[src/rtl/accum_pkg.sv]
// accum_pkg: shared widths, table entry layout, scheduler states and ring-pointer helper
package accum_pkg;
  localparam int KEY_W = 32;
  localparam int CNT_W = 32;
  localparam int ADDR_W = 32;
  typedef struct packed {
    logic [KEY_W-1:0] key;
    logic [CNT_W-1:0] cnt;
  } entry_t;
  typedef enum logic [1:0] {ACCUM, QUIESCE, DRAIN, DONE} sched_state_e;
  function automatic int wrap_inc(input int p, input int n);
    return (p == n - 1) ? 0 : p + 1;
  endfunction
endpackage

[src/rtl/accum_array_sched_if.sv]
// accum_array_sched_if: requester lanes, accum_array port and result stream of the scheduler
interface accum_array_sched_if #(parameter int N_REQ = 4);
  import accum_pkg::*;
  logic [N_REQ-1:0] in_valid;
  logic [N_REQ-1:0] in_ready;
  logic [N_REQ*ADDR_W-1:0] in_addr;
  logic [N_REQ*KEY_W-1:0] in_key;
  logic [N_REQ*CNT_W-1:0] in_cnt;
  logic flush;
  logic busy;
  logic done;
  logic err_drop;
  logic [ADDR_W-1:0] mem_addr;
  logic [KEY_W+CNT_W-1:0] mem_din;
  logic mem_we;
  logic [KEY_W+CNT_W-1:0] mem_q;
  logic out_valid;
  logic out_ready;
  logic [ADDR_W-1:0] out_addr;
  logic [KEY_W+CNT_W-1:0] out_data;
  modport slave (
    input in_valid, in_addr, in_key, in_cnt, flush, mem_q, out_ready,
    output in_ready, busy, done, err_drop, mem_addr, mem_din, mem_we, out_valid, out_addr, out_data
  );
  modport master (
    output in_valid, in_addr, in_key, in_cnt, flush, mem_q, out_ready,
    input in_ready, busy, done, err_drop, mem_addr, mem_din, mem_we, out_valid, out_addr, out_data
  );
endinterface

[src/rtl/accum_array_sched_rr_arbiter.sv]
// rr_arbiter: one-hot round-robin grant searching from the lane after the last granted one
module rr_arbiter #(
  parameter int N = 4,
  parameter int IW = (N > 1) ? $clog2(N) : 1
) (
  input  logic          clk,
  input  logic          reset,
  input  logic          en,
  input  logic [N-1:0]  req,
  output logic [N-1:0]  grant,
  output logic [IW-1:0] idx
);
  logic [IW-1:0] ptr_q;
  logic [IW-1:0] ptr_d;
  always_comb begin
    grant = '0;
    idx = ptr_q;
    for (int i = N; i >= 1; i--) begin
      if (en && req[(int'(ptr_q) + i) % N]) begin
        grant = '0;
        grant[(int'(ptr_q) + i) % N] = 1'b1;
        idx = IW'((int'(ptr_q) + i) % N);
      end
    end
    ptr_d = (|grant) ? idx : ptr_q;
  end
  always_ff @(posedge clk) ptr_q <= reset ? '0 : ptr_d;
endmodule

[src/rtl/accum_array_sched.sv]
// accum_array_sched: round-robin accumulate-write scheduler with flush/drain sweep; ACCUM_SCHED_SKIP_ZERO_EN drops zero-count results
module accum_array_sched
  import accum_pkg::*;
#(
  parameter int N_REQ = 4,
  parameter int DEPTH = 16,
  parameter int RD_LAT = 1,
  parameter int WR_LAT = 2
) (
  input logic clk,
  input logic reset,
  accum_array_sched_if.slave bus
);
  localparam int FD = RD_LAT + 1;
  localparam int PW = $clog2(FD);
  localparam int CW = $clog2(FD + 1);
  localparam int RW = $clog2(DEPTH) + 1;
  localparam int QW = $clog2(WR_LAT + 2);
  localparam int IW = (N_REQ > 1) ? $clog2(N_REQ) : 1;
  sched_state_e state_q, state_d;
  logic [QW-1:0] qc_q, qc_d;
  logic [RW-1:0] rd_ptr_q, rd_ptr_d;
  logic mem_we_q, mem_we_d;
  logic [ADDR_W-1:0] mem_addr_q, mem_addr_d;
  logic [KEY_W+CNT_W-1:0] mem_din_q, mem_din_d;
  logic err_q, err_d;
  logic [RD_LAT:0] vld_q, vld_d;
  logic [ADDR_W-1:0] paddr_q [RD_LAT+1];
  logic [ADDR_W-1:0] paddr_d [RD_LAT+1];
  entry_t fifo_q [FD];
  entry_t fifo_d [FD];
  logic [ADDR_W-1:0] faddr_q [FD];
  logic [ADDR_W-1:0] faddr_d [FD];
  logic [PW-1:0] wp_q, wp_d, rp_q, rp_d;
  logic [CW-1:0] cnt_q, cnt_d;
  logic [N_REQ-1:0] grant;
  logic [IW-1:0] gidx;
  logic accept, req_ok, issue, push, pop;
  logic [ADDR_W-1:0] req_addr;
  rr_arbiter #(.N(N_REQ), .IW(IW)) u_arb (
    .clk(clk),
    .reset(reset),
    .en(state_q == ACCUM && !reset),
    .req(bus.in_valid),
    .grant(grant),
    .idx(gidx)
  );
  assign accept = |grant;
  assign req_addr = bus.in_addr[int'(gidx)*ADDR_W +: ADDR_W];
  assign req_ok = req_addr < ADDR_W'(DEPTH);
  assign issue = state_q == DRAIN && rd_ptr_q != RW'(DEPTH) && ($countones(vld_q) + int'(cnt_q) < FD);
`ifdef ACCUM_SCHED_SKIP_ZERO_EN
  assign push = vld_q[RD_LAT] && (bus.mem_q[CNT_W-1:0] != '0);
`else
  assign push = vld_q[RD_LAT];
`endif
  assign pop = bus.out_valid && bus.out_ready;
  always_comb begin
    state_d = state_q;
    qc_d = qc_q;
    rd_ptr_d = issue ? rd_ptr_q + RW'(1) : rd_ptr_q;
    mem_we_d = accept && req_ok;
    mem_addr_d = accept ? req_addr : issue ? ADDR_W'(rd_ptr_q) : mem_addr_q;
    mem_din_d = accept ? {bus.in_key[int'(gidx)*KEY_W +: KEY_W], bus.in_cnt[int'(gidx)*CNT_W +: CNT_W]} : mem_din_q;
    err_d = err_q || (accept && !req_ok);
    vld_d = {vld_q[RD_LAT-1:0], issue};
    paddr_d[0] = ADDR_W'(rd_ptr_q);
    for (int k = 1; k <= RD_LAT; k++) paddr_d[k] = paddr_q[k-1];
    fifo_d = fifo_q;
    faddr_d = faddr_q;
    if (push) begin
      fifo_d[wp_q] = entry_t'(bus.mem_q);
      faddr_d[wp_q] = paddr_q[RD_LAT];
    end
    wp_d = push ? PW'(wrap_inc(int'(wp_q), FD)) : wp_q;
    rp_d = pop ? PW'(wrap_inc(int'(rp_q), FD)) : rp_q;
    cnt_d = cnt_q + CW'(push) - CW'(pop);
    case (state_q)
      ACCUM: begin
        state_d = bus.flush ? QUIESCE : ACCUM;
        qc_d = '0;
      end
      QUIESCE: begin
        qc_d = qc_q + QW'(1);
        if (qc_q == QW'(WR_LAT)) begin
          state_d = DRAIN;
          rd_ptr_d = '0;
        end
      end
      DRAIN: state_d = (rd_ptr_q == RW'(DEPTH) && vld_q == '0 && cnt_q == '0) ? DONE : DRAIN;
      default: state_d = ACCUM;
    endcase
  end
  always_ff @(posedge clk) begin
    if (reset) begin
      state_q <= ACCUM;
      qc_q <= '0;
      rd_ptr_q <= '0;
      mem_we_q <= 1'b0;
      mem_addr_q <= '0;
      mem_din_q <= '0;
      err_q <= 1'b0;
      vld_q <= '0;
      paddr_q <= '{default: '0};
      fifo_q <= '{default: '0};
      faddr_q <= '{default: '0};
      wp_q <= '0;
      rp_q <= '0;
      cnt_q <= '0;
    end else begin
      state_q <= state_d;
      qc_q <= qc_d;
      rd_ptr_q <= rd_ptr_d;
      mem_we_q <= mem_we_d;
      mem_addr_q <= mem_addr_d;
      mem_din_q <= mem_din_d;
      err_q <= err_d;
      vld_q <= vld_d;
      paddr_q <= paddr_d;
      fifo_q <= fifo_d;
      faddr_q <= faddr_d;
      wp_q <= wp_d;
      rp_q <= rp_d;
      cnt_q <= cnt_d;
    end
  end
  assign bus.in_ready = grant;
  assign bus.mem_we = mem_we_q;
  assign bus.mem_addr = mem_addr_q;
  assign bus.mem_din = mem_din_q;
  assign bus.err_drop = err_q;
  assign bus.busy = state_q == QUIESCE || state_q == DRAIN;
  assign bus.done = state_q == DONE;
  assign bus.out_valid = cnt_q != '0;
  assign bus.out_data = fifo_q[rp_q];
  assign bus.out_addr = faddr_q[rp_q];
endmodule

[src/flat_wrapper.sv]
// flat-port wrapper written by rule: the top's interface ports become plain ports
module accum_array_sched_flat import accum_pkg::*;
#(
  parameter int N_REQ = 4,
  parameter int DEPTH = 16,
  parameter int RD_LAT = 1,
  parameter int WR_LAT = 2
)
  (clk, reset, bus_in_valid, bus_in_addr, bus_in_key, bus_in_cnt, bus_flush, bus_mem_q, bus_out_ready, bus_in_ready, bus_busy, bus_done, bus_err_drop, bus_mem_addr, bus_mem_din, bus_mem_we, bus_out_valid, bus_out_addr, bus_out_data);
  accum_array_sched_if #(.N_REQ(N_REQ)) bus_i ();
  input logic clk;
  input logic reset;
  input wire logic [$bits(bus_i.in_valid)-1:0] bus_in_valid;
  input wire logic [$bits(bus_i.in_addr)-1:0] bus_in_addr;
  input wire logic [$bits(bus_i.in_key)-1:0] bus_in_key;
  input wire logic [$bits(bus_i.in_cnt)-1:0] bus_in_cnt;
  input wire logic [$bits(bus_i.flush)-1:0] bus_flush;
  input wire logic [$bits(bus_i.mem_q)-1:0] bus_mem_q;
  input wire logic [$bits(bus_i.out_ready)-1:0] bus_out_ready;
  output wire logic [$bits(bus_i.in_ready)-1:0] bus_in_ready;
  output wire logic [$bits(bus_i.busy)-1:0] bus_busy;
  output wire logic [$bits(bus_i.done)-1:0] bus_done;
  output wire logic [$bits(bus_i.err_drop)-1:0] bus_err_drop;
  output wire logic [$bits(bus_i.mem_addr)-1:0] bus_mem_addr;
  output wire logic [$bits(bus_i.mem_din)-1:0] bus_mem_din;
  output wire logic [$bits(bus_i.mem_we)-1:0] bus_mem_we;
  output wire logic [$bits(bus_i.out_valid)-1:0] bus_out_valid;
  output wire logic [$bits(bus_i.out_addr)-1:0] bus_out_addr;
  output wire logic [$bits(bus_i.out_data)-1:0] bus_out_data;
  assign bus_i.in_valid = bus_in_valid;
  assign bus_i.in_addr = bus_in_addr;
  assign bus_i.in_key = bus_in_key;
  assign bus_i.in_cnt = bus_in_cnt;
  assign bus_i.flush = bus_flush;
  assign bus_i.mem_q = bus_mem_q;
  assign bus_i.out_ready = bus_out_ready;
  assign bus_in_ready = bus_i.in_ready;
  assign bus_busy = bus_i.busy;
  assign bus_done = bus_i.done;
  assign bus_err_drop = bus_i.err_drop;
  assign bus_mem_addr = bus_i.mem_addr;
  assign bus_mem_din = bus_i.mem_din;
  assign bus_mem_we = bus_i.mem_we;
  assign bus_out_valid = bus_i.out_valid;
  assign bus_out_addr = bus_i.out_addr;
  assign bus_out_data = bus_i.out_data;
  accum_array_sched #(.N_REQ(N_REQ), .DEPTH(DEPTH), .RD_LAT(RD_LAT), .WR_LAT(WR_LAT)) u_core (.clk(clk), .reset(reset), .bus(bus_i));
endmodule
[config.mk]
export PLATFORM = sky130hd
export DESIGN_NAME = accum_array_sched_flat
export DESIGN_NICKNAME = d
export VERILOG_FILES = /design/src/rtl/accum_pkg.sv /design/src/rtl/accum_array_sched_if.sv /design/src/rtl/accum_array_sched_rr_arbiter.sv /design/src/rtl/accum_array_sched.sv /design/src/flat_wrapper.sv
export SDC_FILE = /design/constraint.sdc
export NUM_CORES = 1
export LEC_CHECK = 0
export ABC_CLOCK_PERIOD_IN_PS = 4000
export BUFFER_PORTS_ARGS = -buffer_cell sky130_fd_sc_hd__buf_4
export CAP_MARGIN = 20
export CORE_AREA = 2 2 254 256
export CTS_CLUSTER_SIZE = 8
export DETAILED_ROUTE_END_ITERATION = 8
export DIE_AREA = 0 0 256 258
export SLEW_MARGIN = 20
export SYNTH_ARGS = -nofsm -noshare
export SYNTH_HDL_FRONTEND = slang
export SYNTH_HIERARCHICAL = 1
export SYNTH_SLANG_ARGS = --single-unit
export TNS_END_PERCENT = 50
[constraint.sdc]
create_clock -name clk -period 4 [get_ports clk]
set_input_delay 0.8 -clock clk [delete_from_list [all_inputs] [get_ports clk]]
set_output_delay 0.8 -clock clk [all_outputs]
set_load 0.005 [all_outputs]
**Word-level counts from Yosys, hierarchy flattened**

Cells that the tools add are included.

- Add/sub/neg operators: 12
- Magnitude comparators: 13
- Equal/unequal tests: 7
- Shift-type cells: 3
- Mux-type cells: 52
- Bitwise gates (word level): 6
- Reductions and logical operators: 32

Operator list:

| operator | count |
|---|---|
| variable part select 128 x 8 -> 32 bit | 3 |
| 2-to-1 mux 64 bit | 4 |
| 2-to-1 mux 32 bit | 6 |
| bitwise mux 128 bit | 1 |
| bitwise mux 64 bit | 1 |
| demux 64 bit (select 1 bit) | 1 |
| adder 32 x 3 -> 32 bit | 1 |
| demux 32 bit (select 1 bit) | 1 |
| less-than comparator 32 x 3 -> 1 bit, second input constant | 1 |
| less-than comparator 32 x 5 -> 1 bit, second input constant | 1 |
| logical AND 1 bit | 17 |
| less-than comparator 3 x 4 -> 1 bit, second input constant | 4 |
| 2-to-1 mux 1 bit | 16 |
| 2-to-1 mux 4 bit | 4 |
| 2-to-1 mux 5 bit | 3 |
| >= comparator 3 x 1 -> 1 bit, second input constant | 4 |
| 2-to-1 mux 2 bit | 5 |
| binary-select mux 1 bit (select 2 bit) | 4 |
| demux 1 bit (select 2 bit) | 4 |
| OR reduction 2 bit | 4 |
| adder 2 x 1 -> 2 bit, second input constant | 3 |
| equality test 2 bit, second input constant | 3 |
| zero test 2 bit | 3 |
| one-hot mux 2 bit (3 select lines) | 1 |
| 19 further kinds | 30 |

- Register bits: 371
- Input bits: 456
- Output and inout bits: 201
- Word-level logic and storage cells: 146

**Depth between registers and ports, before layout**

- Depth in word-level cells: 16
- Gate-level depth with buffers: 14
- Depth with buffers taken out: 11

**Hierarchy**

Netlist, hierarchy kept.

By module, submodules not included:

| module | times used | cells an instance | area each (µm²) | sequential area each (µm²) |
|---|---|---|---|---|
| accum_array_sched | 1 | 1,308 | 12,364.4 | 5,225.0 |
| rr_arbiter | 1 | 67 | 610.6 | 40.0 |

**Worst setup path after synthesis**

OpenSTA, ideal clock, no wires.

- Kind: input port to flip-flop
- From: input port reset
- To: register u_core.err_q, in the netlist u_core/bus.err_drop
- Setup time: 0.125 ns
- Arrival: 3.855 ns
- Required time: 3.875 ns
- Path slack: 0.020 ns
- Stages: 13
- Path buffers: 4
- Cells stage by stage: clkbuf_1 -> clkbuf_1 -> nor2b_1 -> nor2b_1 -> a22o_4 -> a21oi_1 -> xnor2_1 -> buf_6 -> buf_4 -> mux4_2 -> nor4_2 -> nand4_1 -> o41a_1

- Word-level cells in the longest chain between the ends: 12
- Elaborated cells between the ends (all ways): 20
- Those cells by class: 1 x order compare; 1 x shift; 8 x mux; 10 x reduce/logical

Ends and longest elaborated chain:

| element | line | source |
|---|---|---|
| start: declaration | flat_wrapper.sv:12 | `input logic reset;` |
| zero test 1 bit * | accum_array_sched.sv:43 | `.en(state_q == ACCUM && !reset),` |
| logical AND 1 bit * | accum_array_sched.sv:43 |  |
| logical AND 1 bit | accum_array_sched_rr_arbiter.sv:19 | `if (en && req[(int'(ptr_q) + i) % N]) begin` |
| 2-to-1 mux 2 bit (3 in series) | accum_array_sched_rr_arbiter.sv:19 |  |
| 2-to-1 mux 2 bit * | accum_array_sched_rr_arbiter.sv:19 |  |
| via u_core.gidx[0] | accum_array_sched.sv:37 | `logic [IW-1:0] gidx;` |
| variable part select 128 x 8 -> 32 bit * | accum_array_sched.sv:49 | `assign req_addr = bus.in_addr[int'(gidx)*ADDR_W +: ADDR_W];` |
| less-than comparator 32 x 5 -> 1 bit * | accum_array_sched.sv:50 | `assign req_ok = req_addr < ADDR_W'(DEPTH);` |
| zero test 1 bit * | accum_array_sched.sv:65 | `err_d = err_q \|\| (accept && !req_ok);` |
| logical AND 1 bit * | accum_array_sched.sv:65 |  |
| logical OR 1 bit * | accum_array_sched.sv:65 |  |
| end signal: assignment | accum_array_sched.sv:117 | `err_q <= err_d;` |
| end: declaration | accum_array_sched.sv:26 | `logic err_q, err_d;` |

The timed path passes the listed nets; every way through them passes the cells marked *.
A chain may end at the register's enable or synchronous reset.

**Final worst setup path**

- From: register u_core.state_q[0]
- To: register u_core.err_q, in the netlist u_core/bus.err_drop

- Word-level cells in the longest chain between the ends: 12
- Elaborated cells between the ends (all ways): 20
- Those cells by class: 1 x order compare; 1 x shift; 8 x mux; 10 x reduce/logical

Ends and longest elaborated chain:

| element | line | source |
|---|---|---|
| start: declaration | accum_array_sched.sv:20 | `sched_state_e state_q, state_d;` |
| start signal: assignment | accum_array_sched.sv:111 | `state_q <= state_d;` |
| zero test 2 bit * | accum_array_sched.sv:43 |  |
| logical AND 1 bit * | accum_array_sched.sv:43 |  |
| logical AND 1 bit | accum_array_sched_rr_arbiter.sv:19 |  |
| 2-to-1 mux 2 bit (3 in series) | accum_array_sched_rr_arbiter.sv:19 |  |
| 2-to-1 mux 2 bit * | accum_array_sched_rr_arbiter.sv:19 |  |
| via u_core.gidx[0] | accum_array_sched.sv:37 |  |
| variable part select 128 x 8 -> 32 bit * | accum_array_sched.sv:49 |  |
| less-than comparator 32 x 5 -> 1 bit * | accum_array_sched.sv:50 |  |
| zero test 1 bit * | accum_array_sched.sv:65 |  |
| logical AND 1 bit * | accum_array_sched.sv:65 |  |
| logical OR 1 bit * | accum_array_sched.sv:65 |  |

Marked as above.

==> key figures <==
Layout
  • Commonest non-fill, non-tap cell in the layout: buf_4
  • Share of layout cells above drive strength 1: 45.6%
  • Syn-to-layout area delta: 52.4%
  • Design area: about 0.02 mm^2
  • Leading cell types in the layout, fill and taps excluded: 653 x buf_4, 412 x nand2_1, 260 x dfxtp_1
  • Final #Nets: 2440

Pwr
  • Peak VDD IR: slightly below 0.5 mV
  • Comb power frac: 45.3%
  • Clock network power share: 26.7%
  • Sw Pwr: 4280 uW
  • Sequential power share: 28.0%
  • PwrDens: ~610 mW/mm^2
  • Final Total Pwr: 12000 uW
  • Sw frac: 35.7%
  • Power Internal: 7700 uW
  • Leak pwr: about 0.0083 uW

Critical path
  • Required time of the critical path: 4.44 ns
  • Critical Path Fanout Max: 24
  • Setup CP Type: flip-flop to flip-flop
  • CP startpoint kind: flip-flop
  • Crit path DAT: 4.31 ns
  • CP endpoint kind: flip-flop

Logic synthesis
  • Synth Area in Compound Gates: 12.2%
  • Netlist cell types: 54
  • Ys flop type: dfxtp_1
  • XOR/XNOR Fraction of Synth Area: 0.405%
  • Mux contribution to synthesized area: 24.2%
  • Seq cells post-synth: 263
  • Post-synth EDFFs: 0
  • Synthesized instance count: 1375
  • Yosys warns: 6
  • Post-Synth Simple-Gate Area: 15.6%
  • Syn avg cell area: 9.44 um^2
  • Share of the yosys chip area belonging to registers: 40.6%
  • Cell area after synthesis: around 0.013 mm^2
  • Main combinational cell family by area after synthesis: multiplexers
  • Async set-reset flop share out of synthesis: 0%
  • Share of synthesized cell area in full adder, half adder and majority cells: 1.45%

Drt
  • Antenna viol nets, final: 0
  • Wire length per cell: between 20 and 25 um
  • DRT iter0 DRCs: 775
  • TritonRoute pass-1 iters: 6
  • DRC Markers: 0
  • Vias: 12830
  • Total wire length: 60.1 mm
  • Post-DR vias/cell: 4.52

Die
  • Area of the core: between 0.06 and 0.07 mm^2
  • IO Pins: 657
  • Width of the die: 256 um
  • Rows: 93
  • Initial Util: 20.4%
  • Die area: 0.0660 mm^2
  • Die span in y: 258 um

Clock tree
  • Clock slew at reported path FFs: 0.06 ns
  • Clk buf depth: 3
  • Root buffer cell: clkbuf_16
  • # H-tree levels: 2
  • Post-CTS Setup Bufs: 0
  • Worst-Skew Late Latency: 0.56 ns
  • CTS Sinks: 263
  • CTS tree: done
  • Number of CTS-inserted buffers: 40

Timing
  • Worst slew pin tran: 1.12 ns
  • Final period util: between 90% and 100%
  • Setup TNS: 0 ns
  • Final Setup Violations: 0
  • Final Slew Violations: 0
  • Setup Skew: 0.0259 ns
  • F_max: 258 MHz
  • Hold_ws: about 0.43 ns
  • Fin. Hold Viols: 0
  • Crit path time final: 3.87 ns
  • Slew headroom: 25.2%

Global route
  • Vias in the first global route: 12800
  • Largest net degree at the start of global routing: 99
  • Remaining Overflow, GRT: 0
  • Antenna violations before repair: 11
  • First-pass GRT wire length: 85.0 mm
  • Total GRT Usage: between 10% and 20%

Placed design
  • PortBufs: 629
  • Cell area after placement: 0.0185 mm^2
  • Routability cong.: 0.899
  • HPWL after DPL: 46.8 mm

Outcome
  • Outcome: complete, no violations

Run
  • Max Cap Viol: 0

Min path
  • Min-delay worst type: flip-flop to flip-flop
[per-layer routing]
layer / up-vias / wire, um / global-route usage (%)
li1: 5961 / - / -
met4: 0 / 2150 / 6.14
met1: 6175 / 22700 / 19.5
met5: - / 0 / 0
met2: 593 / 31800 / 31.9
met3: 101 / 3440 / 3.46
[Yosys cell counts, types with 4 or more instances]
cell type,instances,area (um^2)
buf_1,9,33.8
a22o_1,27,236
a211oi_1,6,45.0
nor2b_1,14,87.6
mux2i_1,9,90.1
mux4_1,8,210
a31oi_2,4,50.1
nor4_1,7,43.8
nand2b_1,5,31.3
xnor2_1,4,35.0
buf_4,29,218
mux2_2,72,811
nor2_1,26,97.6
a21oi_1,213,1070
dfxtp_1,263,5270
inv_1,11,41.3
clkbuf_1,82,308
buf_2,12,60.1
nand2_1,414,1550
ha_1,15,188
mux4_2,89,2000
nand3_1,4,20.0
o211ai_1,5,37.5
[power groups by stage]
stage | Sequential (uW) | Clock, uW | Combinational [uW]
after floorplan | 3270 | 0 | 3270
after global placement | 3450 | 0 | 5260
after detailed placement | 3460 | 0 | 5350
after CTS | 3410 | 3330 | 5450
after global routing | 3400 | 3420 | 5830
final | 3350 | 3190 | 5430
[final timing paths]
check / from / endpoint / slack (ns) / cells after the start
hold reg to reg: u_core/paddr_d[0] / u_core/paddr_q[0] / 0.43 / 1
hold / removal: u_core/paddr_d[0] / u_core/paddr_q[0] / 0.43 / 1
setup / recovery: u_core/state_q[0] / u_core/bus.err_drop / 0.13 / 13
setup reg to reg: u_core/state_q[0] / u_core/bus.err_drop / 0.13 / 13
[worst max-delay path, cell delays in order, from the launching register on]
cell     delay (ns)
dfxtp_2        0.37
inv_1          0.07
ha_1           0.26
nor2b_2        0.20
buf_4          0.18
nor2b_1        0.16
a22o_4         0.28
a21oi_2        0.20
xnor2_2        0.16
buf_12         0.23
mux4_1         0.62
nor4_1         0.37
nand4_1        0.19
o41a_1         0.43
[through the flow]
step                worst slack (ns)  util (%)  std cells
detailed placement            -0.253      29.1       2780
finish                         0.131      31.1       2839
global placement              -0.211      29.1       2780
CTS                           0.0169      31.0       2834
floorplan                     0.0200         -       1401
global route                 -0.0363      31.1       2838
[flip-flops by register name, summed over array words and instances, names as in the netlist]
signal and cells:
u_core/wp_q 1, u_core/rd_ptr_q 5, u_core/vld_q 2, u_core/cnt_q 2
u_core/fifo_q 128, u_core/bus.mem_din 64, u_core/rp_q 1, u_core/bus.mem_addr 32
u_core/qc_q 2, u_core/bus.mem_we 1, u_core/u_arb/ptr_q 2, u_core/state_q 2
u_core/paddr_q 5, u_core/bus.err_drop 1, u_core/faddr_q 10, u_core/paddr_d 5
[logic make-up after synthesis]
family | after synthesis
AOI/OAI and AO/OA | 270
buffers and inverters | 147
other | 1
adders and majority gates | 15
xor gates and xnor gates | 6
DFF | 263
muxes | 180
and+or+nand+nor | 493
[final cells by class]
class	instances	area, um^2
Antenna cell	4	10.0
Multi-Input combinational cell	991	7160
Clock buffer	48	1050
Sequential cell	263	5270
Inverter	11	41.3
Clock inverter	5	82.6
Fill cell	6583	43900
Timing Repair Buffer	662	5090
Tap cell	855	1070
[what timing repair did]
item                       4_1_cts  5_1_grt
hold buffers                     0        0
cloned                           1        0
gates resized for setup          2        7
setup endpoints to repair        1       14
pin swaps                        0        1
Note: power is estimated with default switching activity, not from simulation.
